`config.mk`:
```
export PLATFORM = sky130hd
export DESIGN_NAME = gray_seq_ctrl
export DESIGN_NICKNAME = d
export VERILOG_FILES = /design/src/rtl/gray_seq_ctrl_pkg.sv /design/src/rtl/gray_seq_ctrl_core.sv /design/src/rtl/gray_seq_ctrl.sv
export SDC_FILE = /design/constraint.sdc
export NUM_CORES = 1
export LEC_CHECK = 0
export CAP_MARGIN = 10
export CORE_MARGIN = 2
export CORE_UTILIZATION = 40
export CTS_CLUSTER_SIZE = 24
export DETAILED_ROUTE_END_ITERATION = 7
export SYNTH_ARGS = -nofsm -noshare
export SYNTH_HDL_FRONTEND = slang
export SYNTH_SLANG_ARGS = --single-unit
```
`constraint.sdc`:
```
create_clock -name clk -period 2.62 [get_ports clk]
set_input_delay 0.393 -clock clk [delete_from_list [all_inputs] [get_ports clk]]
set_output_delay 0.393 -clock clk [all_outputs]
set_load 0.005 [all_outputs]
```
`src/rtl/gray_seq_ctrl_pkg.sv`:
```
// Shared types and helpers for the Gray counter sequencer: FSM states,
// mode/direction encodings and the binary-to-Gray conversion.
package gray_ctrl_pkg;

    typedef enum logic [2:0] {
        ST_IDLE  = 3'd0,
        ST_ARMED = 3'd1,
        ST_RUN   = 3'd2,
        ST_HOLD  = 3'd3,
        ST_DONE  = 3'd4
    } state_t;

    localparam logic MODE_ONESHOT = 1'b0;
    localparam logic MODE_WRAP    = 1'b1;
    localparam logic DIR_UP       = 1'b0;
    localparam logic DIR_DN       = 1'b1;

    function automatic logic [31:0] bin2gray(input logic [31:0] b);
        return b ^ (b >> 1);
    endfunction

endpackage

```
`src/rtl/gray_seq_ctrl_core.sv`:
```
// Binary counter with a companion Gray register; both update on the same edge
// from the same next value, so they can never disagree.
module gray_count_core
    import gray_ctrl_pkg::*;
#(
    parameter int WIDTH = 4
) (
    input  logic             clk,
    input  logic             rst,
    input  logic             load,
    input  logic [WIDTH-1:0] load_val,
    input  logic             step,
    input  logic             dir,
    output logic [WIDTH-1:0] b_out,
    output logic [WIDTH-1:0] g_out
);

    logic [WIDTH-1:0] r_bin;
    logic [WIDTH-1:0] r_gray;
    logic [WIDTH-1:0] w_next;
    logic [WIDTH-1:0] w_gray;

    always_comb begin
        w_next = r_bin;
        if (load) begin
            w_next = load_val;
        end else if (step) begin
            w_next = (dir == DIR_DN) ? r_bin - WIDTH'(1) : r_bin + WIDTH'(1);
        end
    end

    assign w_gray = WIDTH'(bin2gray(32'(w_next)));

    always_ff @(posedge clk or negedge rst) begin
        if (!rst) begin
            r_bin  <= '0;
            r_gray <= '0;
        end else if (load || step) begin
            r_bin  <= w_next;
            r_gray <= w_gray;
        end
    end

    assign b_out = r_bin;
    assign g_out = r_gray;

endmodule

```
`src/rtl/gray_seq_ctrl.sv`:
```
// Sequencer FSM: config handshake, run/pause/abort control, terminal compare
// and done/wrap pulses around a binary/Gray counter core.
module gray_seq_ctrl
    import gray_ctrl_pkg::*;
#(
    parameter int WIDTH = 4
) (
    input  logic             clk,
    input  logic             rst,
    input  logic             cfg_valid,
    output logic             cfg_ready,
    input  logic [WIDTH-1:0] cfg_start,
    input  logic [WIDTH-1:0] cfg_limit,
    input  logic             cfg_dir,
    input  logic             cfg_mode,
    input  logic             start,
    input  logic             stop,
    output logic             busy,
    output logic             done,
    output logic             wrap,
    output logic [WIDTH-1:0] b_out,
    output logic [WIDTH-1:0] g_out
);

    state_t           r_state;
    logic [WIDTH-1:0] r_start;
    logic [WIDTH-1:0] r_limit;
    logic             r_dir;
    logic             r_mode;
    logic             r_cfg_ready;
    logic             r_busy;
    logic             r_done;
    logic             r_wrap;

    logic             w_cfg_acc;
    logic             w_go;
    logic             w_at_limit;
    logic             w_load;
    logic             w_step;
    logic [WIDTH-1:0] w_load_val;

    assign w_cfg_acc  = cfg_valid & r_cfg_ready;
    assign w_go       = start & ~stop;
    assign w_at_limit = (b_out == r_limit);

    // Counter commands are decoded from the current state so the count moves on the same edge as the FSM.
    always_comb begin
        w_load     = 1'b0;
        w_step     = 1'b0;
        w_load_val = r_start;
        case (r_state)
            ST_IDLE: begin
                if (w_cfg_acc) begin
                    w_load     = 1'b1;
                    w_load_val = cfg_start;
                end
            end
            ST_DONE: begin
                if (w_cfg_acc) begin
                    w_load     = 1'b1;
                    w_load_val = cfg_start;
                end else if (w_go) begin
                    w_load = 1'b1;
                end
            end
            ST_RUN: begin
                if (!stop) begin
                    if (!w_at_limit)
                        w_step = 1'b1;
                    else if (r_mode == MODE_WRAP)
                        w_load = 1'b1;
                end
            end
            default: ;
        endcase
    end

    always_ff @(posedge clk or negedge rst) begin
        if (!rst) begin
            r_start <= '0;
            r_limit <= '0;
            r_dir   <= DIR_UP;
            r_mode  <= MODE_ONESHOT;
        end else if (w_cfg_acc) begin
            r_start <= cfg_start;
            r_limit <= cfg_limit;
            r_dir   <= cfg_dir;
            r_mode  <= cfg_mode;
        end
    end

    always_ff @(posedge clk or negedge rst) begin
        if (!rst) begin
            r_state     <= ST_IDLE;
            r_cfg_ready <= 1'b1;
            r_busy      <= 1'b0;
            r_done      <= 1'b0;
            r_wrap      <= 1'b0;
        end else begin
            r_done <= 1'b0;
            r_wrap <= 1'b0;
            case (r_state)
                ST_IDLE: begin
                    if (w_cfg_acc) begin
                        r_state     <= ST_ARMED;
                        r_cfg_ready <= 1'b0;
                    end
                end
                ST_ARMED: begin
                    if (stop) begin
                        r_state     <= ST_IDLE;
                        r_cfg_ready <= 1'b1;
                    end else if (start) begin
                        r_state <= ST_RUN;
                        r_busy  <= 1'b1;
                    end
                end
                ST_RUN: begin
                    if (stop) begin
                        r_state <= ST_HOLD;
                    end else if (w_at_limit && r_mode == MODE_ONESHOT) begin
                        r_state     <= ST_DONE;
                        r_busy      <= 1'b0;
                        r_cfg_ready <= 1'b1;
                        r_done      <= 1'b1;
                    end else if (w_at_limit) begin
                        r_wrap <= 1'b1;
                    end
                end
                ST_HOLD: begin
                    if (stop) begin
                        r_state     <= ST_IDLE;
                        r_busy      <= 1'b0;
                        r_cfg_ready <= 1'b1;
                    end else if (start) begin
                        r_state <= ST_RUN;
                    end
                end
                ST_DONE: begin
                    if (w_cfg_acc) begin
                        r_state     <= ST_ARMED;
                        r_cfg_ready <= 1'b0;
                    end else if (w_go) begin
                        r_state     <= ST_RUN;
                        r_busy      <= 1'b1;
                        r_cfg_ready <= 1'b0;
                    end
                end
                default: begin
                    r_state     <= ST_IDLE;
                    r_busy      <= 1'b0;
                    r_cfg_ready <= 1'b1;
                end
            endcase
        end
    end

    gray_count_core #(.WIDTH(WIDTH)) u_core (
        .clk      (clk),
        .rst      (rst),
        .load     (w_load),
        .load_val (w_load_val),
        .step     (w_step),
        .dir      (r_dir),
        .b_out    (b_out),
        .g_out    (g_out)
    );

    assign cfg_ready = r_cfg_ready;
    assign busy      = r_busy;
    assign done      = r_done;
    assign wrap      = r_wrap;

endmodule

```
==> results of run 1 <==
==> cell type report <==
class	instances	area (sq um)	area share, %
Tap cell	48	60.1	3.10
Clock buffer	4	55.1	2.84
Inverter	2	7.51	0.388
Timing Repair Buffer	32	305	15.8
Multi-Input combinational cell	111	907	46.8
Sequential cell	24	602	31.1
==> layer usage <==
| metal | up-vias | track usage (%) |
|---|---|---|
| li1 | 594 | - |
| met1 | 583 | 22.7 |
| met2 | 33 | 27.6 |
| met3 | 5 | 4.05 |
| met4 | 0 | 3.83 |
| met5 | - | 0 |
==> critical path, delay by kind of cell <==
family,cells,cell delay (ns)
buf+inv,1,0.59
mux,2,0.55
compound gates,2,0.51
simple gates,1,0.28
==> state kept, by name (all words and copies together) (netlist names) <==
signal / flops
r_dir: 1
cfg_ready: 1
r_start: 4
wrap: 1
r_limit: 4
r_mode: 1
u_core.b_out: 4
busy: 1
r_state: 3
u_core.g_out: 3
done: 1
==> power by group <==
group | leakage [uW] | switching [uW] | total, uW | internal (uW)
Clock | 0.0000288 | 116 | 250 | 134
Combinational | 0.000464 | 662 | 1390 | 728
Sequential | 0.000291 | 212 | 750 | 538
==> cell usage in the layout (no fill, tap or decap), types with 2 or more instances in the layout <==
cell / instances
buf_4: 6
ha_1: 2
inv_1: 2
and3_1: 2
and2_1: 2
nor2_1: 9
o21ai_0: 6
o21ai_1: 4
xnor2_1: 7
mux2_2: 11
xor2_1: 4
nand3b_1: 2
xor2_2: 3
a21o_1: 3
a21oi_1: 6
nand2_1: 4
mux2i_1: 5
clkbuf_8: 4
a221o_1: 2
dfrtp_1: 23
a211oi_1: 8
clkdlybuf4s50_1: 26
mux2_4: 2
nand2b_1: 4
==> final timing paths <==
path	to	start
min in group clk	busy	busy
max in group asynchronous	cfg_ready	rst
min	r_start[3]	rst
max	u_core.g_out[2]	stop
max reg2reg	r_state[1]	u_core.b_out[1]
min reg2reg	busy	busy
==> cell families (layout without fill, tap and decap cells) <==
| family | after synthesis | count (layout) | share of synthesized area (%) |
|---|---|---|---|
| buf+inv | 10 | 38 | 3.44 |
| mux | 18 | 18 | 13.1 |
| compound gates | 41 | 41 | 18.5 |
| simple gates | 35 | 35 | 14.3 |
| flops | 24 | 24 | 38.5 |
| xor+xnor | 14 | 14 | 9.29 |
| fa+ha+maj | 3 | 3 | 2.88 |
==> through the flow <==
| stage | instances | area, sq um | utilization (%) | hold slack (ns) | setup slack (ns) |
|---|---|---|---|---|---|
| 3_5_place_dp | 217 | 1880 | 50.6 | 0.497 | 0.197 |
| 3_3_place_gp | 217 | 1880 | 50.6 | 0.488 | 0.185 |
| 6_report | 221 | 1940 | 52.1 | 0.478 | 0.440 |
| 2_1_floorplan | 145 | 1560 | - | 0.0974 | 0.596 |
| 4_1_cts | 221 | 1940 | 52.1 | 0.483 | 0.456 |
| 5_1_grt | 221 | 1940 | 52.1 | 0.493 | 0.271 |
==> results.md, run 1 <==
- Status: finished clean
- Period utilisation layout: 83.2%
- Number of antenna violations at the first check in global routing: 0
- CTS tree: done
- CP most frequent cell: mux2_4
- P&R area growth vs syn: 23.9%
- Crit-path max cell delay: 0.59 ns
- Fillers: 346
- Final setup viols: 0
- Hold_buf cts: 0
- Fin nets: 192
- Hpwl dp: 2530 um
- CTS Sinks: 24
- Arrival time of the worst setup path: 2.33 ns
- Row cnt: 22
- Clock Pin Slew Worst Setup and Hold Paths: 0.08 ns
- Max Cap Viol: 0
- Async set-reset flop share out of synthesis: 100%
- Synth top area share: 36.8%
- Met2 WL: 1600 um
- Post-synth EDFFs: 0
- Fmax: 0.459 GHz
- Fin. max-slew vios: 0
- Chip height: 66.5 um
- Net Count, Synth: 163
- Primary FF master, synth: dfrtp_1
- Crit-path slowest cell: clkdlybuf4s50_1
- Clock Skew: 0.00754 ns
- Critical path, cell by cell: clkdlybuf4s50_1, nand3b_1, a21boi_1, a21o_1, mux2_4, mux2_4
- Slew margin rel.: 43.2%
- WS Path Type: in -> reg
- Initial DRC count: 56
- Avg Inst Size Synth: 10.8 sq um
- Number of gates resized after CTS: 0
- PwrDens: 1230 nW/um^2
- Max VDD drop: 0.000605 V
- DR top layer: met4
- CP required: 2.77 ns
- CP max FO: 10
- Hold Vio Cnt, Final: 0
- Io pins: 27
- Die Area: 4420 sq um
- M1 wire length: 1520 um
- WL per Instance: 14.9 um
- Final WL: 3290 um
- Gpl congestion: 0.816
- Vias: 1,215
- Post-route ant nets: 0
- Htree depth: 1
- IO buf count: 26
- Tot GR Track Use: 16.9%
- Layout cell share with drive strength beyond 1: 17.9%
- Via-to-Cell Ratio: 5.50
- Sequential fraction of the synthesis area: 38.5%
- Setup crit end kind: flop
- Mapped Cells: 145
- FF-to-FF path depth: 5
- Core area: 3720 sq um
- Drt drc: 0
- R2r setup slk: 0.44 ns
- Cell area after synthesis: 1560 sq um
- Ys Warns: 0
- GRT overflow: 0
- Length of routed met3 wiring: 145 um
- Flops & latches, synth: 24
- CTS root buf: clkbuf_8
- Worst setup SP type: input pin
- Lkg Pwr: 0.000783 uW
- Cell taking the most area after synthesis: dfrtp_1
- Max Buffers Root-to-Sink: 2
- Pre-antenna DRT Iters: 4
- Tot Pwr: 2390 uW
- Clock latency on the worst-skew pair: 0.27 ns
- Ranking of synthesized cells by area: dfrtp_1 (37%), mux2_2 (7.9%), xnor2_1 (3.9%)
- Antenna diode count: 0
- Die Span X: 66.5 um
- Count leader, synth: dfrtp_1
- Vias in the first global route: 1,182
- Post-CTS Setup Inserts: 0
- Worst-Margin Slew: 0.842 ns
- Distinct cells, synth: 51
- Unrepaired setup endpoints after global routing: no
- Starting Density: 42.1%
- Fin crit period: 2.18 ns
- First-pass GRT wire length: 5620 um
- Most frequent cells after synthesis: dfrtp_1 (23), mux2_2 (11), nor2_1 (9)
- TritonCTS buffer count: 3
- Setup TNS: 0 ns
- Worst Hold Class: in -> async
- Largest net degree at the start of global routing: 25
(Power assumes the default switching activity.)
==> run 2: changes to the inputs <==
==> constraint.sdc (replaced) <==
create_clock -name clk -period 2.1 [get_ports clk]
set_input_delay 0.315 -clock clk [delete_from_list [all_inputs] [get_ports clk]]
set_output_delay 0.315 -clock clk [all_outputs]
set_load 0.005 [all_outputs]
==> results.md, run 2 (synthesis results as in run 1) <==
- CP required: 2.25 ns
- Fin. max-slew vios: 0
- Reg area: 602 sq um
- Unrepaired setup endpoints after global routing: no
- CTS Sinks: 24
- Setup crit end kind: flop
- CP max FO: 4
- Commonest non-fill, non-tap cells in the layout: clkdlybuf4s50_1 (26), dfrtp_1 (23), buf_4 (21)
- Io pins: 27
- Final Core Density: 55.7%
- Most common cell after layout, fill and taps aside: clkdlybuf4s50_1
- Crit path to: u_core.g_out[1]
- GRT overflow: 0
- Lkg Pwr: 0.000860 uW
- First-pass GRT wire length: 5910 um
- Vias: 1,274
- Die Area: 4420 sq um
- Max VDD drop: 0.000949 V
- CTS tree: done
- Worst-Margin Slew: 0.428 ns
- Tot GR Track Use: 17.5%
- Pre-CTS setup slack: -0.271 ns
- R2r setup slk: 0.09 ns
- Initial DRC count: 36
- WL per Instance: 14.8 um
- Via-to-Cell Ratio: 5.40
- Pre-antenna DRT Iters: 4
- Largest net degree at the start of global routing: 25
- FF-to-FF path depth: 6
- Fin nets: 207
- Antenna diode count: 0
- Clock latency on the worst-skew pair: 0.27 ns
- Max Cap Viol: 0
- Hold_buf cts: 0
- CTS root buf: clkbuf_8
- TritonCTS buffer count: 3
- Fmax: 0.497 GHz
- Chip height: 66.5 um
- Final WL: 3490 um
- Area of the multi-input gates: 936 sq um
- Fillers: 337
- R2r endpoint: u_core.g_out[1]
- Hold Vio Cnt, Final: 0
- Drt drc: 0
- Htree depth: 1
- Slew margin rel.: 71.4%
- Area after DPL: 1990 sq um
- PwrDens: 1560 nW/um^2
- Vias in the first global route: 1,260
- Die Span X: 66.5 um
- Dpl cells: 232
- Clock Skew: 0.0115 ns
- Setup slack after layout: 0.0865 ns
- Worst setup SP type: flop
- Period utilisation layout: 95.9%
- Core area: 3720 sq um
- Clock Pin Slew Worst Setup and Hold Paths: 0.09 ns
- Worst setup startpoint: cfg_ready
- Number of antenna violations at the first check in global routing: 0
- IO buf count: 26
- Worst Hold Class: in -> async
- Fin crit period: 2.01 ns
- Row cnt: 22
- P&R area growth vs syn: 32.3%
- Starting Density: 42.1%
- Hpwl dp: 2720 um
- Gpl congestion: 0.852
- WS Path Type: reg -> reg
- Post-Layout Inst Area: 2070 sq um
- Post-route ant nets: 0
- Arrival time of the worst setup path: 2.16 ns
- Final std cells w/o fill: 236
- Status: finished clean
- Final setup viols: 0
- Max Buffers Root-to-Sink: 2
- Worst r2r src: cfg_ready
- Layout cell share with drive strength beyond 1: 26.1%
[run 2: changes by cell type in the layout (fill, tap and decap cells not counted), sizes merged]
cell	before	now
buf	6	21
[run 2: routing by layer]
layer	track usage, %	vias to the layer above	routed length (um)
li1	-	623	-
met1	23.9	612	1630
met2	30.0	37	1660
met3	2.53	2	181
met4	2.30	0	12
met5	0	-	0
[run 2: worst min path at each step]
stage,startpoint,endpoint,slack [ns],cells past startpoint
2_1_floorplan,rst,busy,0.02,0
3_3_place_gp,busy,busy,0.49,1
3_5_place_dp,busy,busy,0.49,1
4_1_cts,rst,r_start[2],0.41,2
5_1_grt,rst,r_start[2],0.42,2
6_report,rst,r_start[2],0.40,2
[run 2: area by class of cell]
cell class                      instances  share of cell area, %
Multi-Input combinational cell        111                   45.3
Sequential cell                        24                   29.1
Timing Repair Buffer                   47                   20.2
Tap cell                               48                   2.90
Clock buffer                            4                   2.18
Inverter                                2                  0.363
[run 2: what timing repair did]
item / in CTS / in global routing
gates resized for setup: 1 / 4
buffers inserted: 0 / 0
setup endpoints to repair: 1 / 3
[run 2: critical path: stages (launching register included)]
cell and delay (ns):
dfstp_2 0.56, nor4bb_4 0.30, buf_4 0.18, mux2_2 0.38, nand2b_1 0.17, a211oi_2 0.22
o22ai_1 0.10
[run 2: where the power goes]
part | total [uW] | leakage (uW) | internal, uW | switching [uW]
Clock | 282 | 0.0000228 | 135 | 147
Combinational | 2040 | 0.000547 | 1090 | 946
Sequential | 903 | 0.000291 | 672 | 232
[run 2: stage by stage]
step | total power, uW | hold WS, ns | setup TNS [ns]
floorplan | 2170 | 0.0194 | 0
CTS | 3190 | 0.405 | 0
global placement | 2830 | 0.488 | -0.450
finish | 3220 | 0.396 | 0
global route | 3490 | 0.424 | 0
detailed placement | 2890 | 0.495 | -0.552
==> run 3: changes to the inputs <==
--- a/config.mk
+++ b/config.mk
@@ -8,8 +8,11 @@
 export CAP_MARGIN = 10
 export CORE_MARGIN = 2
 export CORE_UTILIZATION = 40
+export CTS_CLUSTER_DIAMETER = 50
 export CTS_CLUSTER_SIZE = 24
 export DETAILED_ROUTE_END_ITERATION = 7
+export GPL_TIMING_DRIVEN = 0
 export SYNTH_ARGS = -nofsm -noshare
 export SYNTH_HDL_FRONTEND = slang
+export SYNTH_HIERARCHICAL = 1
 export SYNTH_SLANG_ARGS = --single-unit
==> results.md, run 3 <==
- Drt drc: 0
- Most common cell after layout, fill and taps aside: clkdlybuf4s50_1
- Htree depth: 1
- CTS root buf: clkbuf_4
- Setup slack after layout: 0.0662 ns
- Die Area: 4080 sq um
- Status: finished clean
- Ys Warns: 6
- Synth top area share: 40.1%
- Post-synth EDFFs: 0
- Dpl cells: 211
- GRT overflow: 0
- Setup crit end kind: flop
- Pre-CTS setup slack: -0.463 ns
- Cell area after synthesis: 1430 sq um
- Most frequent cells after synthesis: dfrtp_1 (23), mux2_2 (14), inv_1 (9)
- Worst-Margin Slew: 0.539 ns
- Chip height: 63.9 um
- Number of antenna violations at the first check in global routing: 0
- Final WL: 3070 um
- TritonCTS buffer count: 3
- Clock Pin Slew Worst Setup and Hold Paths: 0.15 ns
- Unrepaired setup endpoints after global routing: yes
- P&R area growth vs syn: 33.2%
- CP max FO: 10
- Hold Vio Cnt, Final: 0
- IO buf count: 26
- Net Count, Synth: 157
- Fin nets: 193
- Fin. max-slew vios: 0
- Fmax: 0.492 GHz
- WS Path Type: in -> reg
- Avg Inst Size Synth: 10.3 sq um
- CTS Sinks: 24
- Max VDD drop: 0.000763 V
- Core area: 3390 sq um
- Layout cell share with drive strength beyond 1: 27.6%
- Clock latency on the worst-skew pair: 0.33 ns
- WL per Instance: 14.0 um
- PwrDens: 1590 nW/um^2
- Io pins: 27
- Clock Skew: 0.0186 ns
- Distinct cells, synth: 45
- Async set-reset flop share out of synthesis: 100%
- Arrival time of the worst setup path: 2.26 ns
- Period utilisation layout: 96.8%
- Hold_buf cts: 0
- Max Buffers Root-to-Sink: 2
- CTS tree: done
- Crit-path slowest cell: clkdlybuf4s50_1
- Initial DRC count: 63
- Hpwl dp: 2200 um
- Cell taking the most area after synthesis: dfrtp_1
- Count leader, synth: dfrtp_1
- Critical path, cell by cell: clkdlybuf4s50_1, buf_6, and3b_1, o21ai_0, nand2b_4, clkbuf_2, a22oi_1, mux2i_1
- Commonest non-fill, non-tap cells in the layout: clkdlybuf4s50_1 (26), dfrtp_1 (18), mux2_2 (14)
- Post-route ant nets: 0
- First-pass GRT wire length: 5310 um
- Crit-path max cell delay: 0.53 ns
- Gpl congestion: 0.865
- Tot GR Track Use: 16.2%
- Slew margin rel.: 64.0%
- Pre-antenna DRT Iters: 4
- Sequential fraction of the synthesis area: 42.0%
- Fin crit period: 2.03 ns
- CP required: 2.33 ns
- Primary FF master, synth: dfrtp_1
- Starting Density: 42.3%
- Ranking of synthesized cells by area: dfrtp_1 (40%), mux2_2 (11%), xnor2_1 (3.7%)
- Final setup viols: 0
- Die Span X: 63.9 um
- Largest net degree at the start of global routing: 25
- Max Cap Viol: 0
- Worst setup SP type: input pin
- Worst Hold Class: in -> async
- Vias: 1,191
- Via-to-Cell Ratio: 5.41
- Row cnt: 21
- Mapped Cells: 139
- Vias in the first global route: 1,153
- Final std cells w/o fill: 220
- Flops & latches, synth: 24
- Antenna diode count: 0
- Lkg Pwr: 0.000783 uW
[run 3: cell count changes after synthesis, moves of 3 or more]
cell and change:
inv_1 +7, a211oi_1 -4, mux2i_1 -4, nand2_1 +4, o21ai_1 -4, a21o_1 -3
mux2_2 +3, xor2_2 -3
[run 3: where the power goes]
group          switching, uW  internal [uW]  leakage, uW
logic                    816            992     0.000472
clock network            150            193    0.0000279
registers                209            684     0.000282
total                   1180           1870     0.000783
[run 3: final timing paths]
kind / from / endpoint / slack (ns) / cells past startpoint
hold / removal: rst / u_core/b_out[3] / 0.31 / 1
hold reg to reg: r_start[3] / r_start[3] / 0.54 / 1
max in group asynchronous: rst / cfg_ready / 1.23 / 2
setup reg to reg: r_state[0] / u_core/b_out[3] / 0.08 / 7
setup / recovery: stop / u_core/g_out[2] / 0.07 / 8
min in group clk: r_start[3] / r_start[3] / 0.54 / 1
[run 3: routing by layer]
layer	vias up	global-route usage (%)	wire [um]
met5	-	0	0
met4	0	4.62	32
met3	4	2.82	151
met2	34	26.0	1420
met1	584	22.3	1470
li1	569	-	-
[run 3: through the flow]
step	TNS, ns	cell area [sq um]	hold slack, ns	power [uW]	utilization (%)
floorplan	0	1430	0.0194	2070	-
global placement	-2.41	1750	0.504	2510	51.7
CTS	0	1820	0.544	2950	53.8
finish	0	1910	0.313	3040	56.4
detailed placement	-2.58	1750	0.511	2560	51.7
global route	-0.121	1910	0.332	3320	56.4
[run 3: cell type report]
type                       instances  area (sq um)
fill                             311          1480
multi-input combinational         98           788
timing repair buffer              34           328
sequential                        24           608
inverter                           9          33.8
buffer                             5          42.5
tap                               46          57.6
clock inverter                     1          30.0
clock buffer                       3          22.5
[run 3: cell families (layout without fill, tap and decap cells)]
| kind of cell | Yosys count | count (layout) | share of synthesized area [%] |
|---|---|---|---|
| buffers and inverters | 17 | 52 | 5.41 |
| muxes | 15 | 15 | 11.7 |
| and+or+nand+nor | 35 | 35 | 14.6 |
| adders and majority gates | 3 | 3 | 3.14 |
| DFF | 24 | 24 | 42.0 |
| AOI/OAI and AO/OA | 34 | 34 | 16.5 |
| xor gates and xnor gates | 11 | 11 | 6.72 |
[run 3: critical path: cells and delay by family]
family | cells | cell delay, ns
buffers and inverters | 3 | 0.90
AO/OA/AOI/OAI | 2 | 0.64
multiplexers | 1 | 0.10
AND/OR/NAND/NOR | 2 | 0.31
[run 3: what timing repair did]
| item | 4_1_cts | 5_1_grt |
|---|---|---|
| gates resized for setup | 9 | 7 |
| setup endpoints to repair | 7 | 4 |
| buffers inserted | 1 | 6 |
| pin swaps | 0 | 3 |
